$ cat src/rtl/div_pkg.sv
// -----------------------------------------------------------------------------
// div_pkg
// Shared constants and types for the divider bank.
//   CNT_W_DEF   : default counter / divisor width in bits
//   DIV_RST_DEF : divisor every channel starts from after reset
//   DIV_PARK    : divisor value that parks a channel (no ticks, o_clk frozen)
//   mode_e      : per-channel operating mode for one clock edge
// -----------------------------------------------------------------------------
package div_pkg;

  localparam int CNT_W_DEF   = 8;
  localparam int DIV_RST_DEF = 10;
  localparam int DIV_PARK    = 0;

  // What a channel does on the coming edge, in priority order:
  // disabled, resynchronising, parked, or counting normally.
  typedef enum logic [1:0] {
    MODE_OFF  = 2'd0,
    MODE_SYNC = 2'd1,
    MODE_PARK = 2'd2,
    MODE_RUN  = 2'd3
  } mode_e;

endpackage

$ cat src/rtl/div_chan.sv
// -----------------------------------------------------------------------------
// div_chan
// One divider channel: counter, active and shadow divisors, commit logic and
// registered tick / divided-clock / pending outputs.
// Ports:
//   i_clk      system clock, rising edge
//   i_rst      synchronous reset, active-high
//   i_en       channel run enable
//   i_sync     restart the counter together with every other channel
//   i_wr       divisor write strobe already decoded for this channel
//   i_wr_div   new divisor value (DIV_PARK parks the channel)
//   o_tick     1-cycle pulse on each terminal count
//   o_clk      toggles on each terminal count (period 2*divisor)
//   o_pending  a shadow divisor is waiting to be committed
// -----------------------------------------------------------------------------
module div_chan
  import div_pkg::*;
#(
  parameter int CNT_W   = CNT_W_DEF,
  parameter int DIV_RST = DIV_RST_DEF
) (
  input  logic             i_clk,
  input  logic             i_rst,
  input  logic             i_en,
  input  logic             i_sync,
  input  logic             i_wr,
  input  logic [CNT_W-1:0] i_wr_div,
  output logic             o_tick,
  output logic             o_clk,
  output logic             o_pending
);

  logic [CNT_W-1:0] cnt_q, cnt_d;
  logic [CNT_W-1:0] div_act_q, div_act_d;
  logic [CNT_W-1:0] div_shd_q, div_shd_d;
  logic             tick_q, tick_d;
  logic             clk_q, clk_d;
  logic             pend_q, pend_d;

  mode_e mode;
  logic  terminal;
  logic  commit;

  // Disable beats sync, sync beats a parked divisor, so a disabled channel
  // always idles with its outputs low.
  always_comb begin
    mode = MODE_RUN;
    if (!i_en) begin
      mode = MODE_OFF;
    end else if (i_sync) begin
      mode = MODE_SYNC;
    end else if (div_act_q == CNT_W'(DIV_PARK)) begin
      mode = MODE_PARK;
    end
  end

  // Terminal count is only honoured while running, so sync can never be
  // overridden by a coincident terminal count.
  assign terminal = (mode == MODE_RUN) && (cnt_q == div_act_q - CNT_W'(1));

  // The shadow divisor only moves to the active one at a period boundary or
  // whenever the channel is not actively counting, so no period is ever cut
  // short or stretched.
  assign commit = pend_q && ((mode != MODE_RUN) || terminal);

  // Commit takes the old shadow before a same-edge write replaces it, which
  // leaves the new value pending.
  always_comb begin
    cnt_d     = cnt_q;
    div_act_d = div_act_q;
    div_shd_d = div_shd_q;
    pend_d    = pend_q;
    tick_d    = 1'b0;
    clk_d     = clk_q;

    if (commit) begin
      div_act_d = div_shd_q;
      pend_d    = 1'b0;
    end
    if (i_wr) begin
      div_shd_d = i_wr_div;
      pend_d    = 1'b1;
    end

    unique case (mode)
      MODE_OFF, MODE_SYNC: begin
        cnt_d = '0;
        clk_d = 1'b0;
      end
      MODE_PARK: begin
        cnt_d = '0;
      end
      MODE_RUN: begin
        if (terminal) begin
          cnt_d  = '0;
          tick_d = 1'b1;
          clk_d  = ~clk_q;
        end else begin
          cnt_d = cnt_q + CNT_W'(1);
        end
      end
      default: begin
        cnt_d = '0;
      end
    endcase
  end

  always_ff @(posedge i_clk) begin
    if (i_rst) begin
      cnt_q     <= '0;
      div_act_q <= CNT_W'(DIV_RST);
      div_shd_q <= CNT_W'(DIV_RST);
      tick_q    <= 1'b0;
      clk_q     <= 1'b0;
      pend_q    <= 1'b0;
    end else begin
      cnt_q     <= cnt_d;
      div_act_q <= div_act_d;
      div_shd_q <= div_shd_d;
      tick_q    <= tick_d;
      clk_q     <= clk_d;
      pend_q    <= pend_d;
    end
  end

  assign o_tick    = tick_q;
  assign o_clk     = clk_q;
  assign o_pending = pend_q;

endmodule

$ cat src/rtl/div_bank.sv
// -----------------------------------------------------------------------------
// div_bank
// Bank of N_CH independent tick / clock dividers running off one clock.
// Ports:
//   i_clk      system clock, rising edge
//   i_rst      synchronous reset, active-high
//   i_en       per-channel run enable
//   i_sync     1-cycle strobe restarting all channel counters together
//   i_wr       divisor write strobe
//   i_wr_ch    channel targeted by the write (values >= N_CH are ignored)
//   i_wr_div   new divisor (0 parks the channel)
//   o_tick     per-channel 1-cycle terminal-count pulse
//   o_clk      per-channel divided clock, 50% duty
//   o_pending  per-channel shadow divisor not yet committed
// -----------------------------------------------------------------------------
module div_bank
  import div_pkg::*;
#(
  parameter int N_CH    = 4,
  parameter int CNT_W   = CNT_W_DEF,
  parameter int DIV_RST = DIV_RST_DEF,
  localparam int CH_W   = (N_CH > 1) ? $clog2(N_CH) : 1
) (
  input  logic             i_clk,
  input  logic             i_rst,
  input  logic [N_CH-1:0]  i_en,
  input  logic             i_sync,
  input  logic             i_wr,
  input  logic [CH_W-1:0]  i_wr_ch,
  input  logic [CNT_W-1:0] i_wr_div,
  output logic [N_CH-1:0]  o_tick,
  output logic [N_CH-1:0]  o_clk,
  output logic [N_CH-1:0]  o_pending
);

  for (genvar g = 0; g < N_CH; g++) begin : g_chan
    logic wr_sel;

    // A channel index with no matching channel selects nothing, so writes
    // beyond the bank are dropped without side effects.
    assign wr_sel = i_wr && (i_wr_ch == CH_W'(g));

    div_chan #(
      .CNT_W  (CNT_W),
      .DIV_RST(DIV_RST)
    ) u_chan (
      .i_clk    (i_clk),
      .i_rst    (i_rst),
      .i_en     (i_en[g]),
      .i_sync   (i_sync),
      .i_wr     (wr_sel),
      .i_wr_div (i_wr_div),
      .o_tick   (o_tick[g]),
      .o_clk    (o_clk[g]),
      .o_pending(o_pending[g])
    );
  end

endmodule

$ cat config.mk
export PLATFORM = sky130hd
export DESIGN_NAME = div_bank
export DESIGN_NICKNAME = d
export VERILOG_FILES = /design/src/rtl/div_pkg.sv /design/src/rtl/div_chan.sv /design/src/rtl/div_bank.sv
export SDC_FILE = /design/constraint.sdc
export NUM_CORES = 1
export LEC_CHECK = 0
export CAP_MARGIN = 25
export CORE_ASPECT_RATIO = 0.5
export CORE_MARGIN = 2
export CORE_UTILIZATION = 46
export DETAILED_ROUTE_END_ITERATION = 10
export PLACE_DENSITY = 0.67
export SLEW_MARGIN = 20
export SYNTH_ARGS = -nofsm -noshare
export SYNTH_HDL_FRONTEND = slang
export SYNTH_SLANG_ARGS = --single-unit
$ cat constraint.sdc
create_clock -name i_clk -period 6.45 [get_ports i_clk]
set_input_delay 1.29 -clock i_clk [delete_from_list [all_inputs] [get_ports i_clk]]
set_output_delay 1.29 -clock i_clk [all_outputs]
set_load 0.1 [all_outputs]
After elaboration in Yosys (flattened, before gate mapping)
Index checks and enable logic that the tools add are counted.
{"block": "totals", "ff_bits": 108, "input_bits": 18, "out_inout_bits": 12, "wordCells": 156}
{"block": "classes", "n_addsub": 8, "n_eq_ne": 27, "muxes": 40, "n_bitwise": 8, "reduce_logical": 49}
{"cell": "one-hot mux 8 bit (2 select lines)", "count": 4}
{"cell": "adder 8 x 1 -> 8 bit (second input constant)", "count": 4}
{"cell": "== test 8 bit", "count": 4}
{"cell": "logical NOT 8 bit", "count": 4}
{"cell": "two-way mux 8 bit", "count": 4}
{"cell": "subtractor 8 x 1 -> 8 bit (second input constant)", "count": 4}
{"cell": "== test 2 bit (second input constant)", "count": 10}
{"cell": "two-way mux 1 bit", "count": 20}
{"cell": "two-way mux 2 bit", "count": 8}
{"cell": "nonzero test 2 bit", "count": 8}
{"cell": "OR reduction 2 bit", "count": 8}
{"cell": "logical AND 1 bit", "count": 12}
{"cell": "OR reduction 3 bit", "count": 4}
{"cell": "== test 2 x 1 -> 1 bit (second input constant)", "count": 5}
{"cell": "logical NOT 2 bit", "count": 5}
{"cell": "!= test 2 x 1 -> 1 bit (second input constant)", "count": 4}
{"cell": "!= test 2 bit (second input constant)", "count": 4}
{"cell": "NOT 1 bit", "count": 8}
{"cell": "one-hot mux 1 bit (2 select lines)", "count": 4}
{"cell": "AND reduction 2 bit", "count": 4}
{"cell": "logical OR 1 bit", "count": 4}

Depth between registers and ports, before layout
{"block": "logic_depth", "ltp_word": 10, "mapped_depth": 9}

By module
From an unflattened synthesis, not the netlist that was laid out.
{"block": "hier_totals", "hier_cells": 532, "area_unflattened_um2": 5077.4}
{"mod": "div_chan", "n_inst": 4, "cells_per_inst": 132, "area_per_inst_um2": 1260.0, "seq_area_each_um2": 540.5}
{"mod": "div_bank", "n_inst": 1, "cells_per_inst": 4, "area_per_inst_um2": 37.5, "seq_area_each_um2": 0.0}

Worst setup path after synthesis
Ideal clock, no wire load.
{"block": "synth_timing", "kind": "input port to flip-flop", "startpoint": "input port i_sync", "endpoint": "register g_chan[0].u_chan.div_act_q[1]", "arrival_time_ps": 2490, "path_slack_ps": 3831, "path_stages": 6, "n_path_buf": 0, "cell_sequence": "nand2b_1 a31oi_1 nor2_1 a41oi_2 mux2i_1 nand2_1"}
{"block": "synth_between", "elab_chain_len": 6, "elab_cells_between_ends": 7, "classes_between": "eq/ne: 2; mux: 2; reduce/logical: 3"}
{"element": "from (decl)", "line": "div_bank.sv:27", "text": "input logic i_sync,"}
{"element": "two-way mux 2 bit *", "line": "div_chan.sv:50", "text": "end else if (i_sync) begin"}
{"element": "two-way mux 2 bit *", "line": "div_chan.sv:48", "text": "if (!i_en) begin"}
{"element": "== test 2 bit", "line": "div_chan.sv:59", "text": "assign terminal = (mode == MODE_RUN) && (cnt_q == div_act_q - CNT_W'(1));"}
{"element": "logical AND 1 bit", "line": "div_chan.sv:59"}
{"element": "logical OR 1 bit *", "line": "div_chan.sv:64", "text": "assign commit = pend_q && ((mode != MODE_RUN) || terminal);"}
{"element": "logical AND 1 bit *", "line": "div_chan.sv:64"}
{"element": "to (signal assigned)", "line": "div_chan.sv:111", "text": "div_act_q <= CNT_W'(DIV_RST);"}
{"element": "to (signal assigned)", "line": "div_chan.sv:118", "text": "div_act_q <= div_act_d;"}
{"element": "to (decl)", "line": "div_chan.sv:34", "text": "logic [CNT_W-1:0] div_act_q, div_act_d;"}
Every way passes the cells marked *; elsewhere a longest branch is shown, timed or not.
A chain may end at the register's enable or synchronous reset.

Worst setup path in the final report
{"block": "layout_timing", "startpoint": "register g_chan[3].u_chan.pend_q", "endpoint": "output port o_pending[3]"}
{"element": "from (decl)", "line": "div_chan.sv:38", "text": "logic pend_q, pend_d;"}
{"element": "from (signal assigned)", "line": "div_chan.sv:122", "text": "pend_q <= pend_d;"}
{"element": "to (decl)", "line": "div_bank.sv:33", "text": "output logic [N_CH-1:0] o_pending"}
No word-level cell between the ends.

==> parameters.txt <==
Parameter                              Value

Timing
  Final Hold Fails    0
  Pins over their slew limit    0
  Final setup viols    0
  Period utilization    52.2%
  Setup repair after global routing missed its margin    false
  Clock period minus worst slack    about 3400 ps
  Transition time at the pin with the least slew margin    969 ps
  Achievable frequency    0.297 GHz
  Sum Neg Setup Slack    0 ps
  Tightest slew margin relative to the limit    between 30% and 40%
  Maximum clock skew at final layout    around 6 ps

Logic synthesis
  Synth area leaders    dfxtp_1 41%, xnor2_1 6.7%, nand2_1 5.9%
  Synthesized-area fraction occupied by and/or/nand/nor cells    around 22%
  Post-synthesis instance area    5240 µm²
  Number of flops mapped to enable cells by yosys    0
  Number of warnings printed during yosys synthesis    0
  Yosys top cell by area    dfxtp_1
  Main combinational cell family by area after synthesis    simple AND/OR/NAND/NOR gates
  Primary FF master, synth    dfxtp_1
  Synthesized Nets    about 630
  Sequential fraction of the synthesis area    between 40% and 50%
  Post-synthesis cell type count    between 50 and 60
  Mux cell area share after synthesis    under 10%
  Post-Synthesis Cells    around 600
  Xor and xnor area share after synthesis    a little under an eighth
  Adder and majority gate portion of the synthesized area    roughly 2.9%
  Fraction of synthesized cell area taken by the top area cell type    about two fifths
  Post-Syn Area per Cell    8.68 µm²
  Async set-or-reset flop fraction in the synthesized netlist    0%
  Number of synthesized register bits    between 100 and 150
  Synth Area in Compound Gates    around 11%

Clock network
  Post-cts repair resize count    0
  Clock-pin transition on the worst setup and hold timing paths    around 70 ps
  CTS tree    yes
  CTS max path bufs    2
  Clock Root Buffer    clkbuf_16
  CTS sink cnt    between 100 and 150
  H-tree lvl count    3
  Post CTS Setup Buffer Count    0
  Clock network latency to the later pin of the worst-skew pair    340 ps
  Number of buffers inserted for hold repair after clock tree synthesis    0
  Total CTS buffers    9

Finish
  Most common cell after layout, fill and taps aside    dfxtp_1
  Share of layout cells above drive strength 1    a little under 5%
  # nets final    641
  Most frequent cells in the layout    108 x dfxtp_1, 82 x nand2_1, 72 x nor2_1, 40 x xnor2_1, 32 x nand3_1
  Post-route cell area    ~5800 µm²
  Inserted Diodes    0
  Layout overhead on the synthesized area    11.4%

Floorplanning
  Die X    roughly 150 µm
  Starting density of the core    47.4%
  # IOs    30
  Cell Rows    27
  Floorplan die area    between 10000 and 15000 µm²
  Floorplan Core Area    roughly 11000 µm²
  Die Ht    between 70 and 80 µm

Outcome
  Result of the run    completed

Route
  Initial DRC Count    238
  Initial DRT Pass Iterations    4
  Total DRC errors in the routed layout    0
  Routed via count    approximately 4000
  Drt wl/cell    between 10 and 15 µm
  Via/cell ratio    about 5.3
  Antenna violation net count after detailed routing    0
  Routed wire length    10600 µm

Worst hold path
  Capture endpoint of the worst hold path    g_chan[3].u_chan.div_shd_q[0]
  Hold wc startpoint    g_chan[3].u_chan.div_shd_q[0]
  Worst hold-check path type    flop to flop
  Hold path depth    2

Critical path
  Kind of critical path    flop to output pin
  Req. time, crit path    roughly 5200 ps
  Crit path max fanout    11
  Endpoint kind of the worst setup timing path    output pin
  Element type at the critical path start    flop
  Reg2Reg Launch Point    g_chan[2].u_chan.div_act_q[0]
  Worst path max stage delay    1200 ps
  Largest delay share family, worst path    buffers and inverters
  Minimum setup slack among reg-to-reg paths    ~3400 ps
  Number of buffers and inverters on the critical path    1
  Crit-path slowest cell    clkdlybuf4s50_1
  Number of stages on the worst setup path    1
  Worst EP arrival    2070 ps
  Ordered list of cells on the worst path    clkdlybuf4s50_1
  FF-to-FF End    g_chan[2].u_chan.div_act_q[4]
  Depth of the worst register-to-register path    8

Placement
  Cell area reported after detailed placement    between 5000 and 6000 µm²
  Routability-driven placement congestion ratio    a little over 0.8
  Half-perimeter wire length of the detailed placement result    around 7400 µm
  Quantity of I/O buffers inserted on ports    29

Power and ir drop
  Leakage power of the design    ~2.1 nW
  PwrDens    226 nW/µm²
  Total power    between 0.001 and 0.0015 W
  Worst VDD drop    roughly 110 µV

Job
  Max-capacitance violation count    0

Global routing
  Via count of the first global-routing pass    about 3700
  Total global routing track utilization    between 10% and 20%
  First-pass GRT wire length    approximately 18000 µm
  Global-route congestion overflow total    0
  Maximum number of pins on one net before global-route repair    55
  Antenna violations before repair    0
-- flip-flops by register name (all words and copies together) (netlist names) --
name and flops:
g_chan.u_chan.cnt_q 32, g_chan.u_chan.o_pending 4, g_chan.u_chan.div_shd_q 32, g_chan.u_chan.o_clk 4
g_chan.u_chan.o_tick 4, g_chan.u_chan.div_act_q 32
-- Yosys cell counts, types with 6 or more instances --
| master | n |
|---|---|
| ha_1 | 12 |
| nor3_1 | 11 |
| nand3_1 | 32 |
| and3_1 | 20 |
| o211ai_1 | 8 |
| a32oi_1 | 6 |
| o311ai_0 | 6 |
| inv_1 | 19 |
| xor2_1 | 29 |
| xnor2_1 | 40 |
| a21oi_1 | 23 |
| clkbuf_1 | 19 |
| nand2_1 | 82 |
| nor2_1 | 72 |
| buf_4 | 12 |
| dfxtp_1 | 108 |
| mux2i_1 | 29 |
-- metal layers --
metal,share of wire (%),vias to the layer above,GRT usage [%]
met4,1.1,0,4.54
met5,0,-,0
met1,51,1885,24.7
met3,3.5,9,5.10
li1,-,2093,-
met2,44,56,29.2
-- how the worst max path moves through the flow --
stage / start / to
finish: g_chan[3].u_chan.o_pending / o_pending[3]
global route: g_chan[3].u_chan.o_pending / o_pending[3]
CTS: g_chan[3].u_chan.o_pending / o_pending[3]
detailed placement: i_sync / g_chan[0].u_chan.div_act_q[7]
global placement: i_sync / g_chan[0].u_chan.div_act_q[3]
floorplan: i_sync / g_chan[0].u_chan.div_act_q[1]
-- power breakdown --
group / switching, W / internal, W
clock: 0.000238 / 0.000310
sequential: 0.00000928 / 0.000678
combinational: 0.0000506 / 0.0000319
-- logic make-up after synthesis --
| group | Yosys count |
|---|---|
| AO/OA/AOI/OAI | 79 |
| AND/OR/NAND/NOR | 250 |
| multiplexers | 30 |
| adder cells (fa/ha/maj) | 12 |
| buffers and inverters | 56 |
| XOR/XNOR | 69 |
| flip-flops | 108 |
-- area by class of cell --
type                       count  area, µm²
clock inverter                 4       48.8
timing repair buffer          32        308
tap                          145        181
multi-input combinational    440       2820
fill                        1028       5210
clock buffer                  11        243
sequential                   108       2160
inverter                      20       75.1
-- stage by stage --
stage               cells  util, %  hold WS, ps  worst slack [ps]
finish                760     52.9          455              3090
global route          760     52.9          476              3000
CTS                   760     52.9          455              3080
detailed placement    745     50.2          446              2960
global placement      745     50.2          444              3030
floorplan             604        -          432              3830
Power figures use the tool's default switching activity.
